--- src/rtl/tile_image_loader_pkg.sv ---
// Shared constants and FSM state encoding for the tile image loader and its tile RAMs.
package tile_image_loader_pkg;

    localparam int unsigned TILE_W         = 128;
    localparam int unsigned TILE_H         = 128;
    localparam int unsigned TILE_ADDR_W    = 14;
    localparam int unsigned TILE_IDX_W     = 4;
    localparam int unsigned TILE_PIX_W     = 12;
    localparam int unsigned TILE_NUM       = 10;
    localparam logic [7:0]  TILE_SYNC_BYTE = 8'hA5;

    typedef logic [2:0] tile_ld_state_t;

    localparam tile_ld_state_t ST_IDLE   = 3'd0;
    localparam tile_ld_state_t ST_TILE   = 3'd1;
    localparam tile_ld_state_t ST_PIX_HI = 3'd2;
    localparam tile_ld_state_t ST_PIX_LO = 3'd3;
    localparam tile_ld_state_t ST_DONE   = 3'd4;

    // Linear pixel address y*128 + x as used by the draw stage.
    function automatic logic [TILE_ADDR_W-1:0] tile_pixel_addr(input logic [6:0] x,
                                                                input logic [6:0] y);
        return {y, x};
    endfunction

endpackage

--- src/rtl/tile_image_loader_if.sv ---
// Byte-stream handshake plus tile RAM write bus; master is the byte source, slave is the loader.
interface tile_image_loader_if;
    import tile_image_loader_pkg::*;

    logic [7:0]             s_data;
    logic                   s_valid;
    logic                   s_ready;
    logic                   wr_en;
    logic [TILE_IDX_W-1:0]  wr_tile;
    logic [TILE_ADDR_W-1:0] wr_addr;
    logic [TILE_PIX_W-1:0]  wr_data;

    modport master (
        output s_data, s_valid,
        input  s_ready, wr_en, wr_tile, wr_addr, wr_data
    );

    modport slave (
        input  s_data, s_valid,
        output s_ready, wr_en, wr_tile, wr_addr, wr_data
    );

endinterface

--- src/rtl/tile_image_loader.sv ---
// Parses {SYNC, tile, big-endian pixel pairs...} frames into registered tile RAM write strobes.
// Optional TILE_LOADER_VBLANK_WR_EN: pixel bytes are only accepted while vblnk is high.
module tile_image_loader
    import tile_image_loader_pkg::*;
#(
    parameter int unsigned NUM_TILES   = TILE_NUM,
    parameter int unsigned TILE_PIXELS = TILE_W * TILE_H,
    parameter logic [7:0]  SYNC_BYTE   = TILE_SYNC_BYTE,
    parameter int unsigned TIMEOUT_CYC = 1_000_000
) (
    input  logic               clk,
    input  logic               rst,
    tile_image_loader_if.slave bus,
    input  logic               vblnk,
    output logic               busy,
    output logic               done,
    output logic               err
);

    localparam int unsigned TO_W = $clog2(TIMEOUT_CYC + 1);

    tile_ld_state_t         state_q, state_d;
    logic [TILE_IDX_W-1:0]  tile_q, tile_d;
    logic [3:0]             red_q, red_d;
    logic [14:0]            pix_cnt_q, pix_cnt_d;
    logic [TO_W-1:0]        idle_cnt_q, idle_cnt_d;
    logic                   s_ready_q, s_ready_d;
    logic                   wr_en_q, wr_en_d;
    logic [TILE_IDX_W-1:0]  wr_tile_q, wr_tile_d;
    logic [TILE_ADDR_W-1:0] wr_addr_q, wr_addr_d;
    logic [TILE_PIX_W-1:0]  wr_data_q, wr_data_d;
    logic                   done_q, done_d;
    logic                   err_q, err_d;

    logic pix_state, ready_gate, idle_count_en, s_ready, accept;

    assign pix_state = (state_q == ST_PIX_HI) || (state_q == ST_PIX_LO);

`ifdef TILE_LOADER_VBLANK_WR_EN
    // Pixel bytes stall outside vertical blank; the idle timer stalls with them.
    assign ready_gate    = !pix_state || vblnk;
    assign idle_count_en = ready_gate;
`else
    logic unused_vblnk;
    assign unused_vblnk  = vblnk;
    assign ready_gate    = 1'b1;
    assign idle_count_en = 1'b1;
`endif

    assign s_ready = s_ready_q && ready_gate;
    assign accept  = bus.s_valid && s_ready;

    always_comb begin
        state_d    = state_q;
        tile_d     = tile_q;
        red_d      = red_q;
        pix_cnt_d  = pix_cnt_q;
        idle_cnt_d = idle_cnt_q;
        wr_en_d    = 1'b0;
        wr_tile_d  = wr_tile_q;
        wr_addr_d  = wr_addr_q;
        wr_data_d  = wr_data_q;
        done_d     = 1'b0;
        err_d      = 1'b0;

        case (state_q)
            ST_IDLE: begin
                idle_cnt_d = '0;
                if (accept && (bus.s_data == SYNC_BYTE)) begin
                    state_d = ST_TILE;
                end
            end
            ST_TILE: begin
                if (accept) begin
                    if (32'(bus.s_data) < NUM_TILES) begin
                        tile_d    = bus.s_data[TILE_IDX_W-1:0];
                        pix_cnt_d = '0;
                        state_d   = ST_PIX_HI;
                    end else begin
                        err_d   = 1'b1;
                        state_d = ST_IDLE;
                    end
                end
            end
            ST_PIX_HI: begin
                if (accept) begin
                    red_d   = bus.s_data[3:0];
                    state_d = ST_PIX_LO;
                end
            end
            ST_PIX_LO: begin
                if (accept) begin
                    wr_en_d   = 1'b1;
                    wr_tile_d = tile_q;
                    wr_addr_d = pix_cnt_q[TILE_ADDR_W-1:0];
                    wr_data_d = {red_q, bus.s_data};
                    pix_cnt_d = pix_cnt_q + 15'd1;
                    if (pix_cnt_q == 15'(TILE_PIXELS - 1)) begin
                        done_d  = 1'b1;
                        state_d = ST_DONE;
                    end else begin
                        state_d = ST_PIX_HI;
                    end
                end
            end
            ST_DONE: state_d = ST_IDLE;
            default: state_d = ST_IDLE;
        endcase

        // An accepted byte always wins over an expiring idle timer.
        if ((state_q == ST_TILE) || pix_state) begin
            if (accept) begin
                idle_cnt_d = '0;
            end else if (idle_count_en) begin
                if (idle_cnt_q == TO_W'(TIMEOUT_CYC - 1)) begin
                    idle_cnt_d = '0;
                    err_d      = 1'b1;
                    state_d    = ST_IDLE;
                end else begin
                    idle_cnt_d = idle_cnt_q + TO_W'(1);
                end
            end
        end

        s_ready_d = (state_d != ST_DONE);
    end

    always_ff @(posedge clk) begin
        if (rst) begin
            state_q    <= ST_IDLE;
            tile_q     <= '0;
            red_q      <= '0;
            pix_cnt_q  <= '0;
            idle_cnt_q <= '0;
            s_ready_q  <= 1'b0;
            wr_en_q    <= 1'b0;
            wr_tile_q  <= '0;
            wr_addr_q  <= '0;
            wr_data_q  <= '0;
            done_q     <= 1'b0;
            err_q      <= 1'b0;
        end else begin
            state_q    <= state_d;
            tile_q     <= tile_d;
            red_q      <= red_d;
            pix_cnt_q  <= pix_cnt_d;
            idle_cnt_q <= idle_cnt_d;
            s_ready_q  <= s_ready_d;
            wr_en_q    <= wr_en_d;
            wr_tile_q  <= wr_tile_d;
            wr_addr_q  <= wr_addr_d;
            wr_data_q  <= wr_data_d;
            done_q     <= done_d;
            err_q      <= err_d;
        end
    end

    assign bus.s_ready = s_ready;
    assign bus.wr_en   = wr_en_q;
    assign bus.wr_tile = wr_tile_q;
    assign bus.wr_addr = wr_addr_q;
    assign bus.wr_data = wr_data_q;
    assign busy        = (state_q != ST_IDLE);
    assign done        = done_q;
    assign err         = err_q;

endmodule

--- src/flat_wrapper.sv ---
// flat-port wrapper written by rule: the top's interface ports become plain ports
module tile_image_loader_flat import tile_image_loader_pkg::*;
#(
    parameter int unsigned NUM_TILES   = TILE_NUM,
    parameter int unsigned TILE_PIXELS = TILE_W * TILE_H,
    parameter logic [7:0]  SYNC_BYTE   = TILE_SYNC_BYTE,
    parameter int unsigned TIMEOUT_CYC = 1_000_000
)
  (clk, rst, vblnk, busy, done, err, bus_s_data, bus_s_valid, bus_s_ready, bus_wr_en, bus_wr_tile, bus_wr_addr, bus_wr_data);
  tile_image_loader_if bus_i ();
  input  logic clk;
  input  logic rst;
  input  logic vblnk;
  output logic busy;
  output logic done;
  output logic err;
  input wire logic [$bits(bus_i.s_data)-1:0] bus_s_data;
  input wire logic [$bits(bus_i.s_valid)-1:0] bus_s_valid;
  output wire logic [$bits(bus_i.s_ready)-1:0] bus_s_ready;
  output wire logic [$bits(bus_i.wr_en)-1:0] bus_wr_en;
  output wire logic [$bits(bus_i.wr_tile)-1:0] bus_wr_tile;
  output wire logic [$bits(bus_i.wr_addr)-1:0] bus_wr_addr;
  output wire logic [$bits(bus_i.wr_data)-1:0] bus_wr_data;
  assign bus_i.s_data = bus_s_data;
  assign bus_i.s_valid = bus_s_valid;
  assign bus_s_ready = bus_i.s_ready;
  assign bus_wr_en = bus_i.wr_en;
  assign bus_wr_tile = bus_i.wr_tile;
  assign bus_wr_addr = bus_i.wr_addr;
  assign bus_wr_data = bus_i.wr_data;
  tile_image_loader #(.NUM_TILES(NUM_TILES), .TILE_PIXELS(TILE_PIXELS), .SYNC_BYTE(SYNC_BYTE), .TIMEOUT_CYC(TIMEOUT_CYC)) u_core (.clk(clk), .rst(rst), .bus(bus_i), .vblnk(vblnk), .busy(busy), .done(done), .err(err));
endmodule
--- config.mk ---
export PLATFORM = sky130hd
export DESIGN_NAME = tile_image_loader_flat
export DESIGN_NICKNAME = d
export VERILOG_FILES = /design/src/rtl/tile_image_loader_pkg.sv /design/src/rtl/tile_image_loader_if.sv /design/src/rtl/tile_image_loader.sv /design/src/flat_wrapper.sv
export SDC_FILE = /design/constraint.sdc
export NUM_CORES = 1
export LEC_CHECK = 0
export ABC_AREA = 1
export ABC_CLOCK_PERIOD_IN_PS = 1600
export BUFFER_PORTS_ARGS = -buffer_cell sky130_fd_sc_hd__buf_2
export CAP_MARGIN = 15
export CORE_MARGIN = 4
export CORE_UTILIZATION = 35
export DETAILED_ROUTE_END_ITERATION = 10
export PLACE_DENSITY = 0.57
export RECOVER_POWER = 100
export SYNTH_ARGS = -nofsm -noshare
export SYNTH_HDL_FRONTEND = slang
export SYNTH_SLANG_ARGS = --single-unit
export TNS_END_PERCENT = 100
--- constraint.sdc ---
create_clock -name clk -period 1.6 [get_ports clk]
set_input_delay 0.08 -clock clk [delete_from_list [all_inputs] [get_ports clk]]
set_output_delay 0.08 -clock clk [all_outputs]
set_load 0.02 [all_outputs]
==> reports/results.tsv, run 1 <==
stage	metric	value	unit
timing	finalSetupTns	0	ns
floorplan	dieWidth	111	um
drt	post_drt_wl_per_cell	12.2	um
global_route	grt_first_pass_wirelength	16.1	mm
yosys	ys_seq_area_share	42.8	%
finish	antenna-diode-count	0	
cts	clock_latency	0.35	ns
hold_path	hp-class	primary input to flip-flop	
yosys	netlist_top_cells_area	dfxtp_1, nand2_1, nor2_1	
finish	fillers	1126	
global_route	grt_pass1_vias	3528	
yosys	synth_warnings	0	
yosys	yosysUniqueCellTypes	32	
floorplan	core_area	10400	um^2
global_route	track_usage	15.3	%
worst_setup_path	r2r_cells	8	
drt	routed_wl	9.30	mm
global_route	grt_overflow	0	
cts	clockBufferDepth	2	
place	dpl_cell_area	4230	um^2
place	pre_cts_slack	0.00223	ns
yosys	synthDominantCellAreaShare	42.8	%
global_route	grt_max_degree	45	
worst_setup_path	crit_end	u_core.idle_cnt_q[13]	
floorplan	die-area	12400	um^2
worst_setup_path	r2r_start	u_core.idle_cnt_q[1]	
place	port_buffers	45	
yosys	ys.flop_type	dfxtp_1	
power_and_ir_drop	power.leakage	1.82	nW
drt	vias	3626	
drt	routed_via_density	4.76	
power_and_ir_drop	switching_power	813	uW
cts	cts_buffers	9	
finish	area_delta_synth_final	22.5	%
drt	ant_nets	0	
drt	drt_iter0_markers	201	
worst_setup_path	r2r_slack	0.09	ns
timing	period_minus_slack	1.51	ns
timing	clock.fmax	661	MHz
drt	drc	0	
floorplan	start_util	36.1	%
power_and_ir_drop	intPower	2.99	mW
timing	worst_clock_skew	0.0143	ns
yosys	ys_seq_elements	80	
timing	layout_setup_ws	0.0877	ns
finish	post-route-util	44.2	%
status	status	complete, no violations	
worst_setup_path	r2r-end	u_core.idle_cnt_q[13]	
finish	fin_nets	636	
worst_setup_path	crit_type	flip-flop to flip-flop	
finish	design_area	4580	um^2
worst_setup_path	critPathCaptureType	flip-flop	
worst_setup_path	crit_start	u_core.idle_cnt_q[1]	
global_route	antenna_found_initial	0	
cts	htree_num_levels	3	
power_and_ir_drop	p_comb_share	2.7	%
cts	cts-root-buf	clkbuf_8	
cts	clock-sinks	80	
timing	rsz0062_at_grt	true	
yosys	async_flop_share	0	%
yosys	syn_area	3740	um^2
timing	period_share	94.5	%
timing	tightest_slew	0.336	ns
timing	hold_viol_final	0	
place	gp_congestion	0.892	
yosys	syn_area_per_cell	6.82	um^2
power_and_ir_drop	power_frac_seq	52.4	%
timing	maxSlewViolCount	0	
floorplan	rows	37	
place	hpwl	6.65	mm
power_and_ir_drop	finalPower	3.80	mW
run	maxCapViolCount	0	
yosys	syn_nets	563	
drt	dr.pass1.iters	5	
yosys	synthCells	549	
power_and_ir_drop	ir_drop	0.391	mV
power_and_ir_drop	power_density	829	nW/um^2
worst_setup_path	crit_fanout	15	
worst_setup_path	crit_required	1.84	ns
timing	relSlewSlack	77.4	%
worst_setup_path	critPathArrivalTime	1.75	ns
power_and_ir_drop	swShare	21.4	%
floorplan	die_h	111	um
finish	layout-drive-gt1-share	13.9	%
yosys	synth_edf_count	0	
timing	setup_viol	0	
worst_setup_path	critPathLaunchType	flip-flop	
floorplan	io_pins	47	
cts	clkTransAtPathRegs	0.08	ns
power_and_ir_drop	clkPwrFrac	44.9	%
cts	cts_tree	done	
yosys	synth_area_leader_cell	dfxtp_1	
## flip-flops by register name (all words and copies together) (netlist names)
signal / flops
u_core.state_q: 3
u_core.tile_q: 4
u_core.bus.wr_tile: 4
u_core.idle_cnt_q: 20
u_core.err: 1
u_core.pix_cnt_q: 15
u_core.red_q: 4
u_core.bus.wr_addr: 14
u_core.bus.wr_en: 1
u_core.bus.wr_data: 12
u_core.done: 1
u_core.bus.s_ready: 1
## placed cells by master (no fill, tap or decap), drive strengths merged
master,n
dfxtp,80
xor2,6
clkinvlp,1
ha,2
nor3,13
nand3,27
o21a,2
nand2,122
a211oi,1
nand4,9
a21o,1
nor2,113
a31oi,1
dlygate4sd3,5
o21bai,2
o21ai,53
o211ai,1
inv,56
nor4,1
a21oi,42
buf,41
clkbuf,45
bufinv,2
## repair_timing
| action | 4_1_cts | 5_1_grt |
|---|---|---|
| setup buffers | 0 | 5 |
| endpoints found under the hold margin | 5 | 0 |
| pin swaps | 1 | 4 |
| endpoints found under the setup margin | 3 | 65 |
| hold buffers | 5 | 0 |
| cloned | 0 | 0 |
| resized for setup | 2 | 23 |
## metal layers
| layer | up-vias | wire (um) | global-route usage [%] |
|---|---|---|---|
| met5 | - | 0 | 0 |
| met4 | 0 | 115 | 4.54 |
| met3 | 13 | 317 | 3.26 |
| met2 | 63 | 4320 | 25.1 |
| met1 | 1643 | 4540 | 20.3 |
| li1 | 1907 | - | - |
## layout make-up
| type | count | area [um^2] | share of cell area, % |
|---|---|---|---|
| flip-flops and latches | 80 | 1600 | 35.0 |
| repair buffers | 80 | 474 | 10.3 |
| multi-input cells | 396 | 1890 | 41.2 |
| clock buffers | 11 | 151 | 3.30 |
| inverters | 55 | 219 | 4.78 |
| well taps | 136 | 170 | 3.71 |
| clock inverters | 4 | 76.3 | 1.66 |
## per-stage QoR
stage,hold slack (ns),cells
after CTS,0.0130,757
after floorplan,0.215,549
after detailed placement,0.350,737
after global routing,0.0394,762
final,0.0257,762
after global placement,0.337,737
## logic make-up (layout without fill, tap and decap cells)
group,Yosys count,count (layout),synth area share [%]
xor+xnor,6,6,1.40
simple gates,285,285,32.3
fa+ha+maj,2,2,0.668
buf+inv,73,150,8.42
flops,80,80,42.8
compound gates,103,103,14.5
## worst max-delay path: stages (launching register included)
cell and delay (ns):
dfxtp_2 0.37, ha_4 0.14, nand2_2 0.08, nor3_4 0.27, nand3_2 0.14, nand2_4 0.15, inv_8 0.07, o21ai_0 0.08
a21oi_1 0.08
## synthesized netlist by cell type (3+ instances only)
library cell,instances
nand2_1,118
buf_4,5
nand4_1,9
nand3_1,25
inv_2,5
o21ai_0,40
nor2_2,4
inv_1,49
dfxtp_1,80
xor2_1,6
clkbuf_1,7
buf_2,4
nor2_1,109
nand2_2,3
nor3_1,10
a21oi_1,42
o21ai_1,11
## worst min-delay path by stage
stage | slack (ns) | cells after the start | end | startpoint
2_1_floorplan | 0.21 | 2 | u_core.bus.wr_data[0] | bus_s_data[0]
3_3_place_gp | 0.34 | 3 | u_core.bus.wr_data[4] | bus_s_data[4]
3_5_place_dp | 0.35 | 3 | u_core.bus.wr_data[4] | bus_s_data[4]
4_1_cts | 0.01 | 3 | u_core.bus.wr_data[1] | bus_s_data[1]
5_1_grt | 0.04 | 3 | u_core.bus.wr_data[2] | bus_s_data[2]
6_report | 0.03 | 3 | u_core.bus.wr_data[2] | bus_s_data[2]
## power groups by stage
stage | clock network [mW] | logic (mW) | registers (mW)
CTS | 1.76 | 0.102 | 1.99
floorplan | 0 | 0.0446 | 2.04
global route | 1.83 | 0.114 | 1.99
finish | 1.71 | 0.102 | 1.99
detailed placement | 0 | 0.0923 | 2.04
global placement | 0 | 0.0911 | 2.04
Power figures use the tool's default switching activity.
==> run 2: changes to the inputs <==
--- a/config.mk
+++ b/config.mk
@@ -14,6 +14,7 @@
 export DETAILED_ROUTE_END_ITERATION = 10
 export PLACE_DENSITY = 0.57
 export RECOVER_POWER = 100
+export REMOVE_ABC_BUFFERS = 1
 export SYNTH_ARGS = -nofsm -noshare
 export SYNTH_HDL_FRONTEND = slang
 export SYNTH_SLANG_ARGS = --single-unit
==> run 2 against run 1 <==
Effect of this change: utilization is 0.48 points lower; routed wire length unchanged; critical path type unchanged; clock-buffer cell count is 2 lower; via count increased by 0.19%; total power fell by 5.0%; maximum frequency shrank 0.76%; register-to-register slack about the same; die area unchanged; cell area shrank 1.1%; global-route usage decreased by 0.31 points.
==> reports/results.tsv, run 2 (same netlist as run 1, synthesis figures left out) <==
stage	metric	value	unit	change
finish	fin_nets	630		was 636
finish	fillers	1124		was 1126
timing	whs	0.0324	ns	was 0.0257 ns
power_and_ir_drop	power_density	797	nW/um^2	was 829 nW/um^2
finish	layout_commonest_cell	nand2_1		unchanged
floorplan	dieWidth	111	um	unchanged
cts	clkTransAtPathRegs	0.08	ns	about the same
finish	antenna-diode-count	0		unchanged
hold_path	hp-class	primary input to flip-flop		unchanged
worst_setup_path	crit_required	1.85	ns	was 1.84 ns
global_route	antenna_found_initial	0		unchanged
drt	ant_nets	0		unchanged
timing	period_minus_slack	1.52	ns	was 1.51 ns
floorplan	io_pins	47		unchanged
place	gp_congestion	0.902		was 0.892
run	maxCapViolCount	0		unchanged
drt	vias	3633		was 3626
floorplan	start_util	36.1	%	unchanged
worst_setup_path	r2r_slack	0.08	ns	was 0.09 ns
timing	worst_clock_skew	0.0112	ns	was 0.0143 ns
drt	dr.pass1.iters	4		was 5
finish	design_area	4530	um^2	was 4580 um^2
drt	post_drt_wl_per_cell	12.3	um	was 12.2 um
cts	cts-root-buf	clkbuf_8		unchanged
global_route	grt_pass1_vias	3371		was 3528
floorplan	die_h	111	um	unchanged
worst_setup_path	crit_type	flip-flop to flip-flop		unchanged
global_route	grt_first_pass_wirelength	15.6	mm	was 16.1 mm
timing	relSlewSlack	76.0	%	was 77.4%
global_route	grt_overflow	0		unchanged
timing	setup_viol	0		unchanged
global_route	grt_max_degree	40		was 45
cts	cts_buffers	9		unchanged
finish	post-route-util	43.7	%	was 44.2%
power_and_ir_drop	ir_drop	0.465	mV	was 0.391 mV
drt	drc	0		unchanged
worst_setup_path	crit_fanout	15		unchanged
cts	clock_latency	0.35	ns	about the same
status	status	complete, no violations		unchanged
cts	clockBufferDepth	2		unchanged
place	port_buffers	45		unchanged
finish	seqCellArea	1610	um^2	was 1600 um^2
finish	top_register	u_core.idle_cnt_q		unchanged
drt	drt_iter0_markers	243		was 201
drt	routed_wl	9.30	mm	unchanged
place	dpl_cell_area	4200	um^2	was 4230 um^2
cts	cts_tree	done		unchanged
global_route	track_usage	15.0	%	was 15.3%
place	hpwl	6.64	mm	was 6.65 mm
finish	final_cell_mix	nand2_1, nor2_1, dfxtp_1		unchanged
worst_setup_path	critPathLaunchType	flip-flop		unchanged
cts	clock-sinks	80		unchanged
finish	largest_reg_flops	20		unchanged
power_and_ir_drop	power.leakage	1.82	nW	about the same
finish	multi_input_area	1910	um^2	was 1890 um^2
timing	period_share	95.2	%	was 94.5%
timing	maxSlewViolCount	0		unchanged
timing	hold_viol_final	0		unchanged
cts	htree_num_levels	3		unchanged
finish	layout-drive-gt1-share	14.5	%	was 13.9%
timing	clock.fmax	656	MHz	was 661 MHz
worst_setup_path	critPathArrivalTime	1.77	ns	was 1.75 ns
finish	area_delta_synth_final	21.1	%	was 22.5%
drt	routed_via_density	4.80		was 4.76
worst_setup_path	critPathCaptureType	flip-flop		unchanged
floorplan	rows	37		unchanged
floorplan	core_area	10400	um^2	unchanged
floorplan	die-area	12400	um^2	unchanged
timing	tightest_slew	0.360	ns	was 0.336 ns
==> run 2: changes by cell type in the layout (fill, tap and decap cells not counted), moves of 2 or more <==
cell,delta
nand2_2,-2
clkbuf_8,-2
nor2_1,+2
o21ai_2,+2
nand2_4,+2
buf_4,-4
dfxtp_2,+5
dfxtp_1,-5
clkinv_4,+2
==> run 2: layout make-up <==
type                       instances  share of cell area (%)
clock inverter                     7                    1.77
multi-input combinational        396                    42.1
tap                              136                    3.75
timing repair buffer              74                    9.35
clock buffer                       9                    2.73
inverter                          55                    4.77
sequential                        80                    35.5
==> run 2: worst paths after layout <==
path,startpoint,end,depth (start not counted)
setup / recovery,u_core.idle_cnt_q[0],u_core.idle_cnt_q[0],7
hold / removal,bus_s_data[1],u_core.bus.wr_data[1],3
setup reg to reg,u_core.idle_cnt_q[0],u_core.idle_cnt_q[0],7
hold reg to reg,u_core.red_q[2],u_core.red_q[2],2
==> run 2: per-layer routing <==
| layer | share of wire (%) | GRT usage [%] |
|---|---|---|
| met5 | 0 | 0 |
| met4 | 1.6 | 5.27 |
| met3 | 3.4 | 3.21 |
| met2 | 49 | 25.3 |
| met1 | 46 | 18.9 |
==> run 2: power by group <==
part           internal (mW)  switching, mW  leakage [nW]  total (mW)
combinational         0.0343         0.0663          1.07       0.101
sequential              1.99        0.00204         0.648        1.99
clock                  0.739          0.782         0.102        1.52
total                   2.76          0.850          1.82        3.61
==> run 2: stage by stage <==
stage	worst slack [ns]	cells	total power [mW]	TNS (ns)
floorplan	-0.738	531	2.07	-19.83
global placement	0.0544	733	2.13	0
detailed placement	0.0210	733	2.13	0
CTS	0.00833	753	3.68	0
global route	-0.0263	757	3.76	-0.105
finish	0.0761	757	3.61	0
==> run 2: what timing repair did <==
item                       in CTS  in global routing
setup buffers                   0                  4
hold buffers                    4                  0
setup endpoints to repair       0                 44
hold endpoints to repair        4                  0
resized for setup               0                 30
==> run 2: critical path, stage by stage (launching register included) <==
cell     delay [ns]
dfxtp_2        0.38
ha_4           0.16
nand2_4        0.07
nor3_4         0.28
nand3_2        0.14
nand2_4        0.15
inv_8          0.07
o21a_1         0.16
